**src/rtl/io_bus_responder_pkg.sv**
```systemverilog
// Shared constants for the IO bus responder: window base, register offsets,
// access-size encodings, reset values, the 7-segment table and a byte-merge helper.
package io_bus_responder_pkg;

  localparam logic [31:0] IO_BASE_DEF = 32'hFFFF_F000;

  localparam logic [11:0] OFS_SEG   = 12'h000;
  localparam logic [11:0] OFS_TIMER = 12'h020;
  localparam logic [11:0] OFS_LED   = 12'h060;
  localparam logic [11:0] OFS_SW    = 12'h070;
  localparam logic [11:0] OFS_BTN   = 12'h078;

  typedef enum logic [1:0] {
    SZ_BYTE = 2'b00,
    SZ_HALF = 2'b01,
    SZ_WORD = 2'b10,
    SZ_RSVD = 2'b11
  } size_e;

  localparam logic [31:0] SEG_RST   = 32'h0000_0000;
  localparam logic [23:0] LED_RST   = 24'h00_0000;
  localparam logic [31:0] TIMER_RST = 32'h0000_0000;

  // Active-low {dp,g..a}; dp is always off.
  function automatic logic [7:0] hex7(input logic [3:0] d);
    logic [7:0] p;
    case (d)
      4'h0: p = 8'hC0;  4'h1: p = 8'hF9;  4'h2: p = 8'hA4;  4'h3: p = 8'hB0;
      4'h4: p = 8'h99;  4'h5: p = 8'h92;  4'h6: p = 8'h82;  4'h7: p = 8'hF8;
      4'h8: p = 8'h80;  4'h9: p = 8'h90;  4'hA: p = 8'h88;  4'hB: p = 8'h83;
      4'hC: p = 8'hC6;  4'hD: p = 8'hA1;  4'hE: p = 8'h86;  default: p = 8'h8E;
    endcase
    return p;
  endfunction

  function automatic logic [31:0] merge_bytes(input logic [31:0] old_v,
                                              input logic [31:0] new_v,
                                              input logic [3:0]  be);
    logic [31:0] r;
    for (int i = 0; i < 4; i++)
      r[8*i +: 8] = be[i] ? new_v[8*i +: 8] : old_v[8*i +: 8];
    return r;
  endfunction

endpackage

```
**src/rtl/io_bus_responder_if.sv**
```systemverilog
// CPU-to-responder IO bus. The master presents one access per cycle (no
// handshake); rd returns the word for the previous cycle's address.
interface io_bus_responder_if #(
  parameter int ADDR_W = 32,
  parameter int DATA_W = 32,
  parameter int CTRL_W = 2
);
  logic [ADDR_W-1:0] addr;
  logic [CTRL_W-1:0] ctrl;
  logic [DATA_W-1:0] wd;
  logic              we;
  logic [DATA_W-1:0] rd;

  modport master (output addr, ctrl, wd, we, input rd);
  modport slave  (input addr, ctrl, wd, we, output rd);
endinterface

```
**src/rtl/io_bus_responder_seg7_scan.sv**
```systemverilog
// 8-digit multiplexed 7-segment driver: SCAN_DIV clocks per digit slot,
// digit index wraps 7->0.
module seg7_scan
  import io_bus_responder_pkg::*;
#(
  parameter logic [15:0] SCAN_DIV = 16'd50000
) (
  input  logic        clk,
  input  logic        rst,
  input  logic [31:0] value,
  output logic [7:0]  seg_an,
  output logic [7:0]  seg_cx
);
  logic [15:0] cnt;
  logic [2:0]  idx;

  always_ff @(posedge clk) begin
    if (rst) begin
      cnt <= '0;
      idx <= '0;
    end else if (cnt == SCAN_DIV - 16'd1) begin
      cnt <= '0;
      idx <= idx + 3'd1;
    end else begin
      cnt <= cnt + 16'd1;
    end
  end

  assign seg_an = ~(8'b0000_0001 << idx);
  assign seg_cx = hex7(value[{idx, 2'b00} +: 4]);

endmodule

```
**src/rtl/io_bus_responder.sv**
```systemverilog
// IO bus responder: RAM port / peripheral decode, LED/SEG/SW/BTN registers,
// 1-cycle read return. Optional TIMER register under IO_BUS_RESPONDER_TIMER_EN.
module io_bus_responder
  import io_bus_responder_pkg::*;
#(
  parameter int          ADDR_W   = 32,
  parameter int          DATA_W   = 32,
  parameter int          CTRL_W   = 2,
  parameter logic [31:0] IO_BASE  = IO_BASE_DEF,
  parameter logic [15:0] SCAN_DIV = 16'd50000
) (
  input  logic               clk,
  input  logic               rst,
  io_bus_responder_if.slave  bus,
  output logic [ADDR_W-3:0]  dram_addr,
  output logic [DATA_W-1:0]  dram_wd,
  output logic [3:0]         dram_be,
  input  logic [DATA_W-1:0]  dram_rd,
  output logic [23:0]        led,
  input  logic [23:0]        sw,
  input  logic [4:0]         btn,
  output logic [7:0]         seg_an,
  output logic [7:0]         seg_cx,
  output logic               misalign
);
  logic [1:0]  ofs;
  logic [9:0]  wi;
  logic        io_sel, legal, io_wr;
  logic [3:0]  be_raw, be;
  logic [31:0] wd_sh, io_rd, led_merged;

  logic [31:0] seg_q, io_rd_q;
  logic [23:0] led_q, sw_s1, sw_s2;
  logic [4:0]  btn_s1, btn_s2;
  logic        io_sel_q, misalign_q, live_q;

  assign ofs    = bus.addr[1:0];
  assign wi     = bus.addr[11:2];
  assign io_sel = (bus.addr[ADDR_W-1:12] == IO_BASE[31:12]);
  assign wd_sh  = bus.wd << {ofs, 3'b000};

  always_comb begin
    be_raw = 4'b1111;
    legal  = (ofs == 2'b00);
    case (size_e'(bus.ctrl))
      SZ_BYTE: begin be_raw = 4'b0001 << ofs; legal = 1'b1;    end
      SZ_HALF: begin be_raw = 4'b0011 << ofs; legal = ~ofs[0]; end
      default: ;
    endcase
  end

  assign be    = legal ? be_raw : 4'b0000;
  assign io_wr = bus.we & legal & io_sel;

  // RAM writes are suppressed in the reset cycle, same as register writes.
  assign dram_addr = bus.addr[ADDR_W-1:2];
  assign dram_wd   = wd_sh;
  assign dram_be   = (bus.we & ~io_sel & ~rst) ? be : 4'b0000;

  assign led_merged = merge_bytes({8'h00, led_q}, wd_sh, be);

`ifdef IO_BUS_RESPONDER_TIMER_EN
  logic [31:0] timer_q;
  always_ff @(posedge clk) begin
    if (rst)
      timer_q <= TIMER_RST;
    else if (io_wr && wi == OFS_TIMER[11:2])
      timer_q <= merge_bytes(timer_q, wd_sh, be);
    else
      timer_q <= timer_q + 32'd1;
  end
`endif

  always_comb begin
    io_rd = 32'h0;
    case (wi)
      OFS_SEG[11:2]:   io_rd = seg_q;
      OFS_LED[11:2]:   io_rd = {8'h00, led_q};
      OFS_SW[11:2]:    io_rd = {8'h00, sw_s2};
      OFS_BTN[11:2]:   io_rd = {27'h0, btn_s2};
`ifdef IO_BUS_RESPONDER_TIMER_EN
      OFS_TIMER[11:2]: io_rd = timer_q;
`endif
      default: ;
    endcase
  end

  always_ff @(posedge clk) begin
    if (rst) begin
      seg_q      <= SEG_RST;
      led_q      <= LED_RST;
      io_rd_q    <= 32'h0;
      io_sel_q   <= 1'b0;
      misalign_q <= 1'b0;
      live_q     <= 1'b0;
      sw_s1      <= '0;
      sw_s2      <= '0;
      btn_s1     <= '0;
      btn_s2     <= '0;
    end else begin
      if (io_wr && wi == OFS_SEG[11:2]) seg_q <= merge_bytes(seg_q, wd_sh, be);
      if (io_wr && wi == OFS_LED[11:2]) led_q <= led_merged[23:0];
      io_rd_q    <= io_rd;
      io_sel_q   <= io_sel;
      misalign_q <= bus.we & ~legal;
      live_q     <= 1'b1;
      sw_s1      <= sw;
      sw_s2      <= sw_s1;
      btn_s1     <= btn;
      btn_s2     <= btn_s1;
    end
  end

  // live_q keeps the first read after reset at zero regardless of dram_rd.
  assign bus.rd   = !live_q ? '0 : (io_sel_q ? io_rd_q : dram_rd);
  assign led      = led_q;
  assign misalign = misalign_q;

  seg7_scan #(.SCAN_DIV(SCAN_DIV)) u_scan (
    .clk    (clk),
    .rst    (rst),
    .value  (seg_q),
    .seg_an (seg_an),
    .seg_cx (seg_cx)
  );

endmodule

```
**src/flat_wrapper.sv**
```systemverilog
// flat-port wrapper written by rule: the top's interface ports become plain ports
module io_bus_responder_flat import io_bus_responder_pkg::*;
#(
  parameter int          ADDR_W   = 32,
  parameter int          DATA_W   = 32,
  parameter int          CTRL_W   = 2,
  parameter logic [31:0] IO_BASE  = IO_BASE_DEF,
  parameter logic [15:0] SCAN_DIV = 16'd50000
)
  (clk, rst, dram_addr, dram_wd, dram_be, dram_rd, led, sw, btn, seg_an, seg_cx, misalign, bus_addr, bus_ctrl, bus_wd, bus_we, bus_rd);
  io_bus_responder_if #(.ADDR_W(ADDR_W), .DATA_W(DATA_W), .CTRL_W(CTRL_W)) bus_i ();
  input  logic clk;
  input  logic rst;
  output logic [ADDR_W-3:0] dram_addr;
  output logic [DATA_W-1:0] dram_wd;
  output logic [3:0] dram_be;
  input  logic [DATA_W-1:0] dram_rd;
  output logic [23:0] led;
  input  logic [23:0] sw;
  input  logic [4:0] btn;
  output logic [7:0] seg_an;
  output logic [7:0] seg_cx;
  output logic misalign;
  input wire logic [$bits(bus_i.addr)-1:0] bus_addr;
  input wire logic [$bits(bus_i.ctrl)-1:0] bus_ctrl;
  input wire logic [$bits(bus_i.wd)-1:0] bus_wd;
  input wire logic [$bits(bus_i.we)-1:0] bus_we;
  output wire logic [$bits(bus_i.rd)-1:0] bus_rd;
  assign bus_i.addr = bus_addr;
  assign bus_i.ctrl = bus_ctrl;
  assign bus_i.wd = bus_wd;
  assign bus_i.we = bus_we;
  assign bus_rd = bus_i.rd;
  io_bus_responder #(.ADDR_W(ADDR_W), .DATA_W(DATA_W), .CTRL_W(CTRL_W), .IO_BASE(IO_BASE), .SCAN_DIV(SCAN_DIV)) u_core (.clk(clk), .rst(rst), .bus(bus_i), .dram_addr(dram_addr), .dram_wd(dram_wd), .dram_be(dram_be), .dram_rd(dram_rd), .led(led), .sw(sw), .btn(btn), .seg_an(seg_an), .seg_cx(seg_cx), .misalign(misalign));
endmodule
```
**config.mk**
```make
export PLATFORM = sky130hd
export DESIGN_NAME = io_bus_responder_flat
export DESIGN_NICKNAME = d
export VERILOG_FILES = /design/src/rtl/io_bus_responder_pkg.sv /design/src/rtl/io_bus_responder_if.sv /design/src/rtl/io_bus_responder_seg7_scan.sv /design/src/rtl/io_bus_responder.sv /design/src/flat_wrapper.sv
export SDC_FILE = /design/constraint.sdc
export NUM_CORES = 1
export LEC_CHECK = 0
export CAP_MARGIN = 20
export CORE_UTILIZATION = 40
export CTS_CLUSTER_DIAMETER = 80
export DETAILED_ROUTE_END_ITERATION = 10
export PLACE_DENSITY = 0.72
export SYNTH_ARGS = -nofsm -noshare
export SYNTH_HDL_FRONTEND = slang
export SYNTH_HIERARCHICAL = 1
export SYNTH_SLANG_ARGS = --single-unit
export TNS_END_PERCENT = 10
```
**constraint.sdc**
```tcl
create_clock -name clk -period 4.4 [get_ports clk]
set_input_delay 0.66 -clock clk [delete_from_list [all_inputs] [get_ports clk]]
set_output_delay 0.66 -clock clk [all_outputs]
set_load 0.03 [all_outputs]
```
==> results of run 1 <==
final timing paths:
check | end | slack (ps) | startpoint
max | seg_cx[4] | 260 | u_core/u_scan/idx[0]
min | u_core/sw_s2[23] | 430 | u_core/sw_s1[23]
max reg2reg | u_core/u_scan/cnt[15] | 2550 | u_core/u_scan/cnt[3]
min reg2reg | u_core/sw_s2[23] | 430 | u_core/sw_s1[23]
where the power goes:
group | internal [mW] | leakage [nW] | switching, mW
logic | 0.250 | 2.65 | 0.277
clock network | 0.809 | 0.280 | 0.636
registers | 1.55 | 1.37 | 0.00844
total | 2.61 | 4.30 | 0.922
kinds of logic after synthesis:
kind of cell / Yosys count
adder cells (fa/ha/maj): 13
multiplexers: 125
flip-flops: 168
AND/OR/NAND/NOR: 366
AO/OA/AOI/OAI: 116
XOR/XNOR: 16
other: 1
buffers and inverters: 137
placed cells by master, fill, tap and decap left out, types with 11 or more instances in the layout:
master,instances
nand4_1,24
mux2i_1,111
o21ai_0,26
nand2_1,94
and2_1,16
clkdlybuf4s50_1,264
and3_1,28
clkbuf_16,17
nor2b_1,92
dfxtp_1,166
buf_4,13
a21oi_1,44
xnor2_1,11
inv_1,38
nor3_1,25
ha_1,13
nor2_1,36
metal layers:
metal | track usage | wire [µm] | vias to the layer above
met5 | 0 | 0 | -
met3 | 0.04815 | 1521 | 20
li1 | - | - | 3639
met4 | 0.05567 | 288 | 0
met1 | 0.2786 | 10330 | 3473
met2 | 0.4184 | 12930 | 281
metrics by stage:
step / instances / hold WS [ps] / setup WS [ps] / area (µm²)
finish: 1428 / 431.0 / 256.4 / 11730
global route: 1428 / 449.2 / 54.77 / 11730
CTS: 1427 / 436.0 / 34.23 / 11700
detailed placement: 1395 / 422.3 / 457.1 / 11120
global placement: 1395 / 417.9 / 561.8 / 11120
floorplan: 942 / 413.8 / 1115 / 8471
state kept, by name, summed over array words and instances, names as in the netlist:
name and flops:
u_core/btn_s2 5, u_core/led 24, u_core/sw_s2 24, u_core/btn_s1 5, u_core/misalign 1, u_core/sw_s1 24, u_core/live_q 1, u_core/u_scan/cnt 16
u_core/u_scan/idx 3, u_core/io_rd_q 32, u_core/seg_q 32, u_core/io_sel_q 1
layout make-up:
| type | instances | area (µm²) |
|---|---|---|
| Fill cell | 1916 | 8768 |
| Multi-Input combinational cell | 637 | 4483 |
| Sequential cell | 168 | 3366 |
| Timing Repair Buffer | 281 | 2813 |
| Clock buffer | 19 | 442.9 |
| Tap cell | 270 | 337.8 |
| Inverter | 40 | 150.1 |
| Clock inverter | 13 | 133.9 |
worst max-delay path, cell delays in order (launching register included):
cell and delay [ps]:
dfxtp_2 510, mux4_1 620, mux2i_1 450, inv_1 170
ha_1 210, mux2_2 250, o21ai_0 150, clkdlybuf4s50_1 710
what timing repair did:
action | in CTS | in global routing
resized for setup | 1 | 1
endpoints found under the setup margin | 1 | 4
hold buffers | 0 | 0
==> impl_metrics.tcl, run 1 <==
set metrics [dict create \
    yosys.area.top_type "dfxtp_1" \
    start_util 0.4133 \
    drt_iter0_drc 464 \
    worst_slew_pin_slew_ps 1098 \
    ys_seq_elements 168 \
    arrival_ps 3480 \
    synth_mux_area_frac 0.1651 \
    drc_errors 0 \
    grt_overflow_total 0 \
    syn_nets 1085 \
    slew_headroom 0.2678 \
    ys_warn_count 6 \
    synth_area_leaders "dfxtp_1 40%, mux2i_1 13%, nor2b_1 6.8%, nand2_1 4.2%, buf_4 2.8%" \
    synth_area_per_cell_um2 8.992 \
    report.final.slew_viol_count 0 \
    synth-edff-count 0 \
    nNetsFinal 1288 \
    synth_cell_type_count 53 \
    dp_hpwl_um 19270 \
    synthAdderAreaFrac 0.01920 \
    htree_levels 4 \
    utilization 0.5722 \
    coreArea_um2 20490 \
    synth_top_flop_cell "dfxtp_1" \
    min_delay_path_depth 1 \
    grt_pass1_vias 7200 \
    grt_max_degree 84 \
    rsz0062_at_grt "no" \
    n_antenna_cell 0 \
    synthArstFlopShare 0 \
    io_buffers 267 \
    min_path_type "reg2reg" \
    drt_first_pass_iters 6 \
    die_x_um 147.5 \
    fin_crit_ps 4144 \
    die_h_um 147.5 \
    final_hold_viol_count 0 \
    fin_crit_sh 0.9417 \
    max-clock-path-buffers 2 \
    io_pins 269 \
    syn_inst 942 \
    area_delta_synth_final_pct 38.43 \
    routedWlPerCell_um 17.56 \
    yosys.cell_count.top_type "dfxtp_1" \
    cts_tree "built" \
    drtAntennaViolNets 0 \
    critPathRequiredTime_ps 3740 \
    syn-cell-area_um2 8471 \
    cts_sinks 168 \
    tns_ps 0 \
    synth_top_area_share 0.3970 \
    worstSkewPairLatency_ps 420 \
    drv_cap 0 \
    synth_compound_area_frac 0.08538 \
    reg2regPathDepth 4 \
    grt_pass1_wl_um 38810 \
    synth_sequential_area_ratio 0.3970 \
    setup_viol 0 \
    dr_total_vias 7413 \
    grt_usage 0.2314 \
    status "completed" \
    setup.worst_path.start_class "flop" \
    synth_commonest_cells "168 x dfxtp_1, 112 x mux2i_1, 94 x nand2_1" \
    antenna_found_initial 0 \
    skew_ps 9.427 \
    numCtsBuffers 17 \
    synth_top_family_by_area "simple AND/OR/NAND/NOR gates" \
    synth-simple-area-share 0.2388 \
    place_congestion 0.8821 \
    die_area_um2 21760 \
    worst_setup_path_end_kind "primary output" \
    routed_wl_um 25080 \
    path_clk_slew_ps 60 \
    ir_drop_mv 0.2208 \
    crit_path_max_fanout 11 \
    cts-root-buf "clkbuf_16" \
    timing.fmax_mhz 241.3 \
    path_class "reg2out" \
    cts_setup_buffers 0 \
    synth_xor_area_frac 0.01654 \
    p_leak_nw 4.300 \
    via_per_inst 5.191 \
    p_total_mw 3.530 \
    num_rows 52 \
    drive_gt1_frac 0.06995 \
    power.density_nw_per_um2 301.1 \
]
No activity file was read; power rests on OpenSTA's default activity.
==> run 2, diff against run 1 <==
==> constraint.sdc (replaced) <==
create_clock -name clk -period 4.75 [get_ports clk]
set_input_delay 0.7125 -clock clk [delete_from_list [all_inputs] [get_ports clk]]
set_output_delay 0.7125 -clock clk [all_outputs]
set_load 0.03 [all_outputs]
==> run 2 against run 1 <==
Die area unchanged. Worst setup slack better by 36 ps. Non-clock buffer count down 1. Sequential share of layout area up 0.12 points.
==> impl_metrics.tcl, run 2 (synthesis results as in run 1) <==
set metrics [dict create \
    path_class "reg2out" \
    cts_tree "built" \
    drtAntennaViolNets 0 \
    num_rows 52 \
    p_leak_nw 4.284 \
    final_common_cell "clkdlybuf4s50_1" \
    register_area_um2 3364 \
    die_x_um 147.5 \
    fillers 1826 \
    clock_power_share 0.411 \
    min_delay_path_depth 1 \
    crit_chain "mux4_1, mux2i_1, inv_1, ha_1, mux2_2, o21ai_0, clkdlybuf4s50_1" \
    switching_share 0.2557 \
    drt_first_pass_iters 7 \
    reg2regPathDepth 5 \
    crit_family "multiplexers" \
    internal_power_mw 2.440 \
    seqPwrFrac 0.441 \
    min_path_type "reg2reg" \
    drt_iter0_drc 428 \
    power.density_nw_per_um2 280.8 \
    mostFrequentLayoutCells "266 x clkdlybuf4s50_1, 167 x dfxtp_1, 112 x mux2i_1" \
    crit_slowest_cell "clkdlybuf4s50_1" \
    cts-root-buf "clkbuf_16" \
    io_buffers 267 \
    skew_ps 6.855 \
    slew_headroom 0.2803 \
    switchingPower_uw 838.1 \
    worst_slew_pin_slew_ps 1080 \
    utilization 0.5696 \
    power_frac_comb 0.148 \
    dp_hpwl_um 19300 \
    antenna_found_initial 0 \
    ir_drop_mv 0.2128 \
    multi_input_area_um2 4479 \
    critPathRequiredTime_ps 4040 \
    area_delta_synth_final_pct 37.81 \
    dr_total_vias 7458 \
    drive_gt1_frac 0.06574 \
    numCtsBuffers 17 \
    setup.worst_path.start_class "flop" \
    design_area_um2 11670 \
    drc_errors 0 \
    dp.cells 1395 \
    reg_top3 "u_core/io_rd_q (32), u_core/seg_q (32)" \
    final_hold_viol_count 0 \
    finalNonFillerCells 1426 \
    grt_max_degree 84 \
    crit_path_max_incr_delay_ps 700 \
    p_total_mw 3.278 \
    die_h_um 147.5 \
    n_antenna_cell 0 \
    routedWlPerCell_um 17.73 \
    crit_path_max_fanout 11 \
    cts_setup_buffers 0 \
    max-clock-path-buffers 2 \
    path_clk_slew_ps 60 \
    drv_cap 0 \
    cp.depth 7 \
    routed_wl_um 25280 \
    die_area_um2 21760 \
    via_per_inst 5.230 \
    placed_area_um2 11100 \
    place_congestion 0.8850 \
    arrival_ps 3750 \
    worst_setup_path_end_kind "primary output" \
    coreArea_um2 20490 \
    fin_crit_ps 4458 \
    io_pins 269 \
    grt_pass1_vias 7285 \
    setup_viol 0 \
    path_buf_inv 2 \
    htree_levels 4 \
    status "completed" \
    cts_sinks 168 \
    report.final.slew_viol_count 0 \
    grt_pass1_wl_um 39420 \
    rrSetupSlack_ps 2880 \
    nNetsFinal 1287 \
    start_util 0.4133 \
    ctsHoldBuffers 0 \
    rsz0062_at_grt "no" \
    timing.fmax_mhz 224.3 \
    grt_overflow_total 0 \
    grt_usage 0.2337 \
    tns_ps 0 \
    worstSkewPairLatency_ps 420 \
    ctsResizeCount 0 \
    fin_crit_sh 0.9385 \
]
## run 2: cell count changes in the layout (fill, tap and decap cells not counted), moves of 2 or more
cell / delta
clkdlybuf4s50_1: +2
buf_12: -2
inv_6: -3
clkinv_2: +3
## run 2: cell type report
cell class / count / share of cell area
sequential: 168 / 0.2882
timing repair buffer: 280 / 0.2369
clock buffer: 17 / 0.03644
multi-input combinational: 637 / 0.3837
tap: 270 / 0.02894
inverter: 40 / 0.01286
clock inverter: 14 / 0.01297
## run 2: worst register-to-register path, stage by stage, from the launching register on
cell,delay (ps)
dfxtp_1,380
ha_1,260
and3_1,210
nand4_1,250
nand2b_1,530
a21oi_1,100
## run 2: routing by layer
layer | GRT usage | vias up | wire (µm) | part of all wire
met4 | 0.06237 | 0 | 475 | 0.019
met1 | 0.2820 | 3502 | 10370 | 0.41
met3 | 0.05494 | 33 | 1619 | 0.064
li1 | - | 3638 | - | -
met5 | 0 | - | 0 | 0
met2 | 0.4139 | 285 | 12810 | 0.51
## run 2: power groups by stage
stage	clock network, mW	registers, mW	logic (mW)
after global placement	0	1.48	0.481
after detailed placement	0	1.48	0.485
final	1.35	1.45	0.485
after global routing	1.43	1.45	0.512
after CTS	1.37	1.45	0.487
after floorplan	0	1.47	0.251
## run 2: final timing paths
| kind | endpoint | startpoint |
|---|---|---|
| hold reg to reg | u_core/sw_s2[16] | u_core/sw_s1[16] |
| hold / removal | u_core/sw_s2[16] | u_core/sw_s1[16] |
| setup reg to reg | u_core/u_scan/cnt[15] | u_core/u_scan/cnt[0] |
| setup / recovery | seg_cx[4] | u_core/u_scan/idx[0] |
## run 2: through the flow
step	worst slack, ps	hold WS [ps]
floorplan	1412	413.8
global placement	792.6	417.1
detailed placement	744.7	425.6
CTS	300.4	438.6
global route	90.00	444.3
finish	292.3	436.8
